<file path="config.mk">
export PLATFORM = sky130hd
export DESIGN_NAME = buffer_interconnect_v6
export DESIGN_NICKNAME = d
export VERILOG_FILES = /design/src/rtl/buffer_interconnect_v6.sv
export SDC_FILE = /design/constraint.sdc
export NUM_CORES = 2
export LEC_CHECK = 0
export CAP_MARGIN = 15
export CORE_AREA = 3 3 404 406
export CTS_BUF_LIST = sky130_fd_sc_hd__clkbuf_16
export DETAILED_ROUTE_END_ITERATION = 12
export DIE_AREA = 0 0 407 409
export GPL_TIMING_DRIVEN = 0
export PLACE_DENSITY = 0.72
export SETUP_SLACK_MARGIN = 0.5
export SKIP_CTS_REPAIR_TIMING = 1
export SLEW_MARGIN = 20
export SYNTH_ARGS = -nofsm -noshare
export SYNTH_HDL_FRONTEND = slang
export SYNTH_SLANG_ARGS = --single-unit
</file>
<file path="constraint.sdc">
create_clock -name clk -period 1.4 [get_ports clk]
set_clock_uncertainty 0.1 [all_clocks]
set_input_delay 0.28 -clock clk [delete_from_list [all_inputs] [get_ports clk]]
set_output_delay 0.28 -clock clk [all_outputs]
set_load 0.02 [all_outputs]
</file>
<file path="src/rtl/buffer_interconnect_v6.sv">
// ----------------------------------------------------------------------------------------------
// buffer_interconnect_v6
//
// Pipelined crossbar between FHE compute modules and buffer-RAM slots.
//   Forward path : module request {raddr, waddr, wdata, wren} -> slot, through a binary mux tree
//                  per slot (LM levels, LAT_F cycles).
//   Return path  : slot read data -> module, through a binary mux tree per module (LS levels,
//                  LAT_R cycles).
// A pipeline register sits after every REG_EVERY mux levels and always after the last level.
// Each level carries the select bits of the request it holds, so a routing change never mixes
// old and new selects inside one transfer.
//
// Routing config is double-buffered: cfg_wr loads the shadow selects, cfg_commit starts a drain
// of DRAIN = LAT_F + RAM_LAT + LAT_R cycles (writes masked at the tree inputs), followed by a
// one-cycle swap of shadow into active. cfg_busy / intc_stall are high for drain plus swap.
//
// Optional feature macro: BUF_INTC_CFG_CHECK_EN
//   defined   : a swap whose selects are out of range is refused and cfg_err is set (sticky).
//   undefined : no check, swap always happens, cfg_err tied low.
//
// Ports
//   clk             in   clock
//   rstn            in   asynchronous active-low reset
//   module_outputs  in   [MOD_N][REQ_W]  per-module request, packed {raddr, waddr, wdata, wren}
//   ram_inputs      out  [SLOT_N][REQ_W] per-slot routed request (same packing)
//   ram_outputs     in   [SLOT_N][DW]    per-slot read data
//   module_inputs   out  [MOD_N][DW]     per-module routed read data
//   cfg_module_sel  in   [SLOT_N][LM]    shadow: source module for each slot
//   cfg_slot_sel    in   [MOD_N][LS]     shadow: source slot for each module
//   cfg_wr          in   load both cfg_* vectors into the shadow registers
//   cfg_commit      in   request shadow -> active swap (ignored while busy)
//   cfg_busy        out  high during drain and swap
//   intc_stall      out  copy of cfg_busy; modules must hold their requests
//   cfg_err         out  sticky config error
// ----------------------------------------------------------------------------------------------
module buffer_interconnect_v6 #(
    parameter int unsigned SLOT_N    = 4,
    parameter int unsigned MOD_N     = 4,
    parameter int unsigned DW        = 32,
    parameter int unsigned AW        = 32,
    parameter int unsigned REG_EVERY = 1,
    parameter int unsigned RAM_LAT   = 2,
    localparam int unsigned LM       = $clog2(MOD_N),
    localparam int unsigned LS       = $clog2(SLOT_N),
    localparam int unsigned REQ_W    = 2 * AW + DW + 1
) (
    input  logic                           clk,
    input  logic                           rstn,
    input  logic [MOD_N-1:0][REQ_W-1:0]    module_outputs,
    output logic [SLOT_N-1:0][REQ_W-1:0]   ram_inputs,
    input  logic [SLOT_N-1:0][DW-1:0]      ram_outputs,
    output logic [MOD_N-1:0][DW-1:0]       module_inputs,
    input  logic [SLOT_N-1:0][LM-1:0]      cfg_module_sel,
    input  logic [MOD_N-1:0][LS-1:0]       cfg_slot_sel,
    input  logic                           cfg_wr,
    input  logic                           cfg_commit,
    output logic                           cfg_busy,
    output logic                           intc_stall,
    output logic                           cfg_err
);

    localparam int unsigned NPM   = 1 << LM;  // forward tree legs incl. zero padding
    localparam int unsigned NPS   = 1 << LS;  // return tree legs incl. zero padding
    localparam int unsigned LAT_F = (LM + REG_EVERY - 1) / REG_EVERY;
    localparam int unsigned LAT_R = (LS + REG_EVERY - 1) / REG_EVERY;
    localparam int unsigned DRAIN = LAT_F + RAM_LAT + LAT_R;
    localparam int unsigned CW    = $clog2(DRAIN + 1);
    localparam logic [CW-1:0] DRAIN_INIT = CW'(DRAIN - 1);

    // ------------------------------------------------------------------------------------------
    // Config FSM
    // ------------------------------------------------------------------------------------------
    typedef enum logic [1:0] {StRun, StDrain, StSwap} state_e;

    state_e                    state_q;
    logic [CW-1:0]             cnt_q;
    logic                      busy_q;
    logic [SLOT_N-1:0][LM-1:0] shd_msel_q;
    logic [SLOT_N-1:0][LM-1:0] act_msel_q;
    logic [MOD_N-1:0][LS-1:0]  shd_ssel_q;
    logic [MOD_N-1:0][LS-1:0]  act_ssel_q;

    // Value copied in the swap cycle: a cfg_wr in that very cycle wins over the shadow.
    logic [SLOT_N-1:0][LM-1:0] swap_msel;
    logic [MOD_N-1:0][LS-1:0]  swap_ssel;
    logic                      swap_ok;

    always_comb begin
        swap_msel = cfg_wr ? cfg_module_sel : shd_msel_q;
        swap_ssel = cfg_wr ? cfg_slot_sel : shd_ssel_q;
    end

    always_ff @(posedge clk or negedge rstn) begin
        if (!rstn) begin
            state_q    <= StRun;
            cnt_q      <= '0;
            busy_q     <= 1'b0;
            shd_msel_q <= '0;
            shd_ssel_q <= '0;
            act_msel_q <= '0;
            act_ssel_q <= '0;
        end else begin
            if (cfg_wr) begin
                shd_msel_q <= cfg_module_sel;
                shd_ssel_q <= cfg_slot_sel;
            end
            unique case (state_q)
                StRun: begin
                    if (cfg_commit) begin
                        state_q <= StDrain;
                        cnt_q   <= DRAIN_INIT;
                        busy_q  <= 1'b1;
                    end
                end
                StDrain: begin
                    if (cnt_q == '0) begin
                        state_q <= StSwap;
                    end else begin
                        cnt_q <= cnt_q - CW'(1);
                    end
                end
                StSwap: begin
                    if (swap_ok) begin
                        act_msel_q <= swap_msel;
                        act_ssel_q <= swap_ssel;
                    end
                    state_q <= StRun;
                    busy_q  <= 1'b0;
                end
                default: begin
                    state_q <= StRun;
                    busy_q  <= 1'b0;
                end
            endcase
        end
    end

    assign cfg_busy   = busy_q;
    assign intc_stall = busy_q;

`ifdef BUF_INTC_CFG_CHECK_EN
    logic err_q;

    always_comb begin
        swap_ok = 1'b1;
        for (int s = 0; s < SLOT_N; s++) begin
            if (32'(swap_msel[s]) >= MOD_N) swap_ok = 1'b0;
        end
        for (int m = 0; m < MOD_N; m++) begin
            if (32'(swap_ssel[m]) >= SLOT_N) swap_ok = 1'b0;
        end
    end

    always_ff @(posedge clk or negedge rstn) begin
        if (!rstn) begin
            err_q <= 1'b0;
        end else if (state_q == StSwap && !swap_ok) begin
            err_q <= 1'b1;
        end
    end

    assign cfg_err = err_q;
`else
    assign swap_ok = 1'b1;
    assign cfg_err = 1'b0;
`endif

    // ------------------------------------------------------------------------------------------
    // Tree inputs, padded to a power of two with all-zero legs
    // ------------------------------------------------------------------------------------------
    logic [NPM-1:0][REQ_W-1:0] req_pad;
    logic [NPS-1:0][DW-1:0]    rd_pad;

    always_comb begin
        req_pad = '0;
        for (int m = 0; m < MOD_N; m++) begin
            req_pad[m]    = module_outputs[m];
            // Writes are blocked while draining so nothing lands under a half-switched route.
            req_pad[m][0] = module_outputs[m][0] & ~busy_q;
        end
    end

    always_comb begin
        rd_pad = '0;
        for (int s = 0; s < SLOT_N; s++) begin
            rd_pad[s] = ram_outputs[s];
        end
    end

    // ------------------------------------------------------------------------------------------
    // Forward trees: one per slot. Level l holds NPM>>l nodes; sel is shifted right at every
    // level so bit 0 always steers the next mux.
    // ------------------------------------------------------------------------------------------
    for (genvar s = 0; s < SLOT_N; s++) begin : g_fwd
        for (genvar l = 0; l <= LM; l++) begin : g_lvl
            localparam int NN = int'(NPM >> l);
            logic [REQ_W-1:0] node [NN];
            logic [LM-1:0]    sel;

            if (l == 0) begin : g_leaf
                always_comb begin
                    sel = act_msel_q[s];
                    for (int i = 0; i < NN; i++) node[i] = req_pad[i];
                end
            end else begin : g_stage
                logic [REQ_W-1:0] mux [NN];

                always_comb begin
                    for (int i = 0; i < NN; i++) begin
                        mux[i] = g_lvl[l-1].sel[0] ? g_lvl[l-1].node[2*i+1]
                                                   : g_lvl[l-1].node[2*i];
                    end
                end

                if ((l % REG_EVERY) == 0 || l == LM) begin : g_reg
                    always_ff @(posedge clk or negedge rstn) begin
                        if (!rstn) begin
                            sel <= '0;
                            for (int i = 0; i < NN; i++) node[i] <= '0;
                        end else begin
                            sel <= g_lvl[l-1].sel >> 1;
                            for (int i = 0; i < NN; i++) node[i] <= mux[i];
                        end
                    end
                end else begin : g_comb
                    always_comb begin
                        sel = g_lvl[l-1].sel >> 1;
                        for (int i = 0; i < NN; i++) node[i] = mux[i];
                    end
                end
            end
        end

        // All select bits are consumed by the time the root is reached.
        logic unused_fwd_sel;
        assign unused_fwd_sel = ^g_lvl[LM].sel;
        assign ram_inputs[s]  = g_lvl[LM].node[0];
    end

    // ------------------------------------------------------------------------------------------
    // Return trees: one per module, same structure over the slot read data.
    // ------------------------------------------------------------------------------------------
    for (genvar m = 0; m < MOD_N; m++) begin : g_ret
        for (genvar l = 0; l <= LS; l++) begin : g_lvl
            localparam int NN = int'(NPS >> l);
            logic [DW-1:0] node [NN];
            logic [LS-1:0] sel;

            if (l == 0) begin : g_leaf
                always_comb begin
                    sel = act_ssel_q[m];
                    for (int i = 0; i < NN; i++) node[i] = rd_pad[i];
                end
            end else begin : g_stage
                logic [DW-1:0] mux [NN];

                always_comb begin
                    for (int i = 0; i < NN; i++) begin
                        mux[i] = g_lvl[l-1].sel[0] ? g_lvl[l-1].node[2*i+1]
                                                   : g_lvl[l-1].node[2*i];
                    end
                end

                if ((l % REG_EVERY) == 0 || l == LS) begin : g_reg
                    always_ff @(posedge clk or negedge rstn) begin
                        if (!rstn) begin
                            sel <= '0;
                            for (int i = 0; i < NN; i++) node[i] <= '0;
                        end else begin
                            sel <= g_lvl[l-1].sel >> 1;
                            for (int i = 0; i < NN; i++) node[i] <= mux[i];
                        end
                    end
                end else begin : g_comb
                    always_comb begin
                        sel = g_lvl[l-1].sel >> 1;
                        for (int i = 0; i < NN; i++) node[i] = mux[i];
                    end
                end
            end
        end

        logic unused_ret_sel;
        assign unused_ret_sel   = ^g_lvl[LS].sel;
        assign module_inputs[m] = g_lvl[LS].node[0];
    end

endmodule

</file>
==> Word level (Yosys, flattened, before mapping) <==
Index checks and enable logic that the tools add are counted.
{ "word_totals": {"inputBits": 536, "output_inout_bits": 519, "reg_bits": 1594} }
{ "op_classes": {"bitwise_logic": 6, "muxes": 34, "addsub": 1, "eq_ne": 5, "n_reduce_logical": 6} }
{ "ops": {"columns": ["operator", "count"], "rows": [
  ["$mux W97", 12],
  ["$mux W32", 12],
  ["$mux W8", 2],
  ["$mux W3", 2],
  ["$ne A2 B2 Y1 const B", 3],
  ["$pmux W3 S2", 1],
  ["$and A1 B1 Y1", 4],
  ["$mux W2", 2],
  ["$pmux W2 S2", 1],
  ["$reduce_and A2 Y1", 2],
  ["$logic_not A3 Y1", 1],
  ["$reduce_and A3 Y1", 1],
  ["$sub A3 B1 Y3 const B", 1],
  ["$eq A2 B1 Y1 const B", 1],
  ["$eq A2 B2 Y1 const B", 1],
  ["$logic_not A2 Y1", 1],
  ["$not A1 Y1", 2],
  ["$pmux W1 S2", 1],
  ["$reduce_bool A2 Y1", 1],
  ["$mux W1", 1]
]} }

==> Longest topological paths before layout <==
{ "logic_depth": {"depth_word": 3, "mapped_depth": 5} }

==> Least setup slack after synthesis <==
No wires, ideal clock.
{ "synth_path": {"kind": "register to register", "start": "register cnt_q[0]", "end": "register cnt_q[2]", "setup_time_ns": 0.123, "setup_slack_ns": -0.147, "path_stages_with_launch": 6, "arrival_ns": 1.324, "cell_sequence": "dfrtp_1 > inv_1 > ha_1 > ha_1 > or2_2 > o221a_2"} }
{ "synth_between": {"elab_chain_cells": 3, "elab_cells_between_ends": 6, "cone_classes": "add/sub: 1; eq/ne: 1; mux: 2; reduce/logical: 2"} }
{ "synth_rtl": {"columns": ["element", "line", "text"], "rows": [
  ["start: declaration", "76", "logic [CW-1:0] cnt_q;"],
  ["start signal: assignment", "119", "cnt_q <= cnt_q - CW'(1);"],
  ["$sub A3 B1 Y3 or $logic_not A3 Y1 (tied branches)", "119, 116", null],
  ["$mux W3 or $ne A2 B2 Y1 (tied branches)", null, null],
  ["$pmux W3 S2 or $reduce_and A3 Y1 (tied branches)", null, null]
]} }
Several ways; a longest one is shown, not always the timed one. The select of a mux whose other input is x is not followed.
A chain may end at the register's enable or synchronous reset.

==> Final worst setup path <==
{ "layout_path": {"start": "register busy_q (netlist: cfg_busy)", "end": "output port intc_stall"} }
{ "layout_rtl": {"columns": ["element", "line", "text"], "rows": [
  ["start: declaration", "77", "logic busy_q;"],
  ["start signal: assignment", "97", "busy_q <= 1'b0;"],
  ["start signal: assignment", "112", "busy_q <= 1'b1;"],
  ["start signal: assignment", "128", "busy_q <= 1'b0;"],
  ["end: declaration", "58", "output logic intc_stall,"]
]} }
No word-level cell between the ends.

==> flow_metrics.py <==
metrics = {
    "run_status": {
        "status": "finished with violations",
        "violated_checks": "negative hold slack, negative setup slack",
    },
    "timing": {
        "final.period_utilization_pct": 131,
        "setup_viol_count_final": 1949,
        "finalCriticalPeriod_ns": 1.84,
        "finalMaxSlewViolations": 0,
        "fmaxAchievable_mhz": 544,
        "slew_at_the_pin_with_the_worst_max_slew_slack_ns": 1.10,
        "layout_setup_ws_ns": -0.439,
        "slew_headroom_pct": 27.0,
        "rsz0062_at_grt": "yes",
        "final_layout_worst_hold_slack_ns": -0.749,
        "finalHoldViolations": 535,
    },
    "cells_and_area": {
        "mostFrequentLayoutCell": "dfrtp_1",
        "fraction_of_final_layout_cells_sized_beyond_drive_strength_1_pct": 50.6,
        "fillCellCount": 13254,
        "final-seq-area_mm2": 0.0399,
        "layout.cells.most_common_list": "1587 x dfrtp_1, 1539 x mux2_2, 533 x clkdlybuf4s50_1",
        "final_nets": 5197,
        "multiInputGateArea_mm2": 0.0181,
        "finish.utilization_pct": 49.9,
        "syn2layout_area_growth_pct": 34.9,
    },
    "critical_path": {
        "worst-endpoint-required_ns": 1.02,
        "critical_path.reg2reg.startpoint": "g_fwd[3].g_lvl[1].sel[0]",
        "slowest_stage": "dfrtp_2",
        "start_kind": "flip-flop",
        "r2r.worst_path.cells": 3,
        "critical-path-top-cell-by-count": "buf_6",
        "criticalPathCategory": "flip-flop to output port",
        "r2r-end": "g_fwd[3].g_lvl[2].node[8]",
        "critical_path_max_stage_delay_ns": 0.44,
        "timing.critical_path.to_type": "output port",
        "rrSetupSlack_ns": -0.36,
        "arrival_ns": 1.46,
        "ordered_cell_list_for_the_critical_path": "buf_6, buf_6",
        "cp_max_fo": 3,
    },
    "synthesis": {
        "netlist_instances": 3390,
        "netlist.area_leader.share_pct": 67.3,
        "synth_largest_area_cell": "dfrtp_1",
        "muxShareOfSynthArea_pct": 30.1,
        "syn_area_per_cell_um2": 17.5,
        "synth_compound_gate_area_share_pct": 0.0865,
        "yosysWarnings": 0,
        "total_of_flip_flops_plus_latches_after_synthesis": 1594,
        "main_combinational_cell_family_by_area_after_synthesis": "multiplexers",
        "yosysSeqAreaShare_pct": 67.3,
        "simple_logic_cell_fraction_of_the_synthesized_area_pct": 0.167,
        "mappedNetlistNets": 3928,
        "synth.cell_area_mm2": 0.0593,
        "post_synth_fa_ha_maj_area_fraction_pct": 0.0422,
        "ys_types": 26,
        "synth_xor_area_share_pct": 0,
        "synth_top_cells_by_area": "dfrtp_1 67%, mux2_2 29%, buf_6 1.0%",
    },
    "routing": {
        "drt-total-wl_um": 206000,
        "routed_wire_length_per_instance_um": 29.4,
        "route.vias.total": 34445,
        "vias_per_cell": 4.92,
        "detail-route-antenna-nets": 0,
        "drt_first_pass_iters": 5,
        "drt-initial-drc-count": 2272,
        "residual_drc": 0,
    },
    "floorplan": {
        "num_io_pins": 1055,
        "floorplan.rows": 147,
        "coreArea_mm2": 0.160,
        "floorplan.die_area_mm2": 0.166,
        "die-height_um": 409,
        "start_util_pct": 37.0,
        "die_x_um": 407,
    },
    "place": {
        "numPortBuffers": 1052,
        "globalplace.congestion": 0.895,
        "detailedPlacementHpwl_um": 145000,
    },
    "clocking": {
        "clock_latency_ns": 0.81,
        "clk_root_buffer_cell": "clkbuf_16",
        "tritoncts.num_buffers": 165,
        "clock_tree.htree_level_count": 4,
        "clk_path_buf_depth": 3,
        "tritoncts_clock_tree": "done",
        "clkSlewWorstSetupHoldPaths_ns": 0.06,
        "numClockSinks": 1594,
    },
    "global_routing": {
        "tot_gr_track_use_pct": 23.7,
        "grt_first_pass_wirelength_um": 280000,
        "maximum_number_of_pins_on_one_net_before_global_route_repair": 156,
        "grt_antenna_before_repair": 94,
        "number_of_global_route_vias_before_repair": 37448,
        "grt_remaining_overflow": 0,
    },
    "power": {
        "tot_pwr_mw": 191,
        "p_per_area_mw_per_mm2": 2390,
        "cellLeakagePower_nw": 35.1,
        "ir_drop_mv": 1.45,
    },
    "flow_run": {
        "cap_viol_max_count": 0,
    },
    "worst_hold_path": {
        "worstHoldPathType": "input pin to async pin",
    },
}
==> sequential cells by signal, summed over array words and instances (netlist names) <==
name	flops
g_fwd.g_lvl.node	1164
g_ret.g_lvl.node	384
g_fwd.g_lvl.sel	12
g_ret.g_lvl.sel	12
shd_msel_q	8
shd_ssel_q	8
cnt_q	3
state_q	2
cfg_busy	1
==> worst max-delay path, delay by kind of cell (launching register included) <==
| family | cells | cell delay (ns) |
|---|---|---|
| DFF | 1 | 0.44 |
| buffers and inverters | 2 | 0.25 |
==> Yosys cell counts, drive strengths merged <==
cell,count
a21oi,2
and2b,1
and3b,1
buf,179
clkbuf,5
conb,1
dfrtp,1594
ha,2
inv,4
mux2,1572
mux2i,8
nand2,2
nand2b,3
nand3,1
nand3b,2
nor2,8
o21ba,1
o221a,2
o221ai,1
or2,1
==> routing by layer <==
layer	global-route usage (%)	part of all wire [%]	up-vias
met4	10.3	4.5	46
met5	0	0.16	-
li1	-	-	14507
met1	28.0	38	18209
met2	39.0	49	1263
met3	8.17	8.4	420
==> layout make-up <==
class	count	area share [%]
diodes	54	0.169
plain buffers	184	2.07
clock buffers	167	5.23
clock inverters	128	1.25
inverters	4	0.0188
multi-input cells	1608	22.6
flip-flops and latches	1594	49.9
well taps	2160	3.38
repair buffers	1102	15.4
==> metrics by stage <==
step	hold slack [ns]	setup TNS [ns]	area [um2]	setup slack, ns	instances
after floorplan	-0.116	0	59500	0.00461	3390
after global placement	0.258	-	72800	-70.64	6602
after detailed placement	0.0756	-1942.15	73100	-2.32	6614
after CTS	-0.776	-1379.96	78300	-1.46	6909
after global routing	-0.796	-543.52	79900	-0.489	6981
final	-0.749	-422.60	79900	-0.439	7001
==> report_power, final <==
part,leakage [nW],switching (mW),internal (mW),total (mW)
clock network,2.63,19.0,23.1,42.2
logic,13.9,41.0,38.1,79.1
registers,18.6,6.78,63.2,70.0
total,35.1,66.8,124,191
==> worst max path at each step <==
stage | from | cells past startpoint | end
after detailed placement | rstn | 6 | g_fwd[2].g_lvl[1].node[39]
after CTS | rstn | 6 | g_fwd[2].g_lvl[1].node[39]
after floorplan | cnt_q[0] | 5 | cnt_q[2]
after global routing | g_fwd[2].g_lvl[2].node[93] | 1 | ram_inputs[287]
final | cfg_busy | 2 | intc_stall
after global placement | rstn | 1 | g_fwd[0].g_lvl[1].node[142]
==> cells by family after synthesis <==
family / after synthesis
buffers and inverters: 188
DFF: 1594
muxes: 1580
and+or+nand+nor: 19
AOI/OAI and AO/OA: 6
other: 1
adders and majority gates: 2
Note: power is estimated with default switching activity, not from simulation.
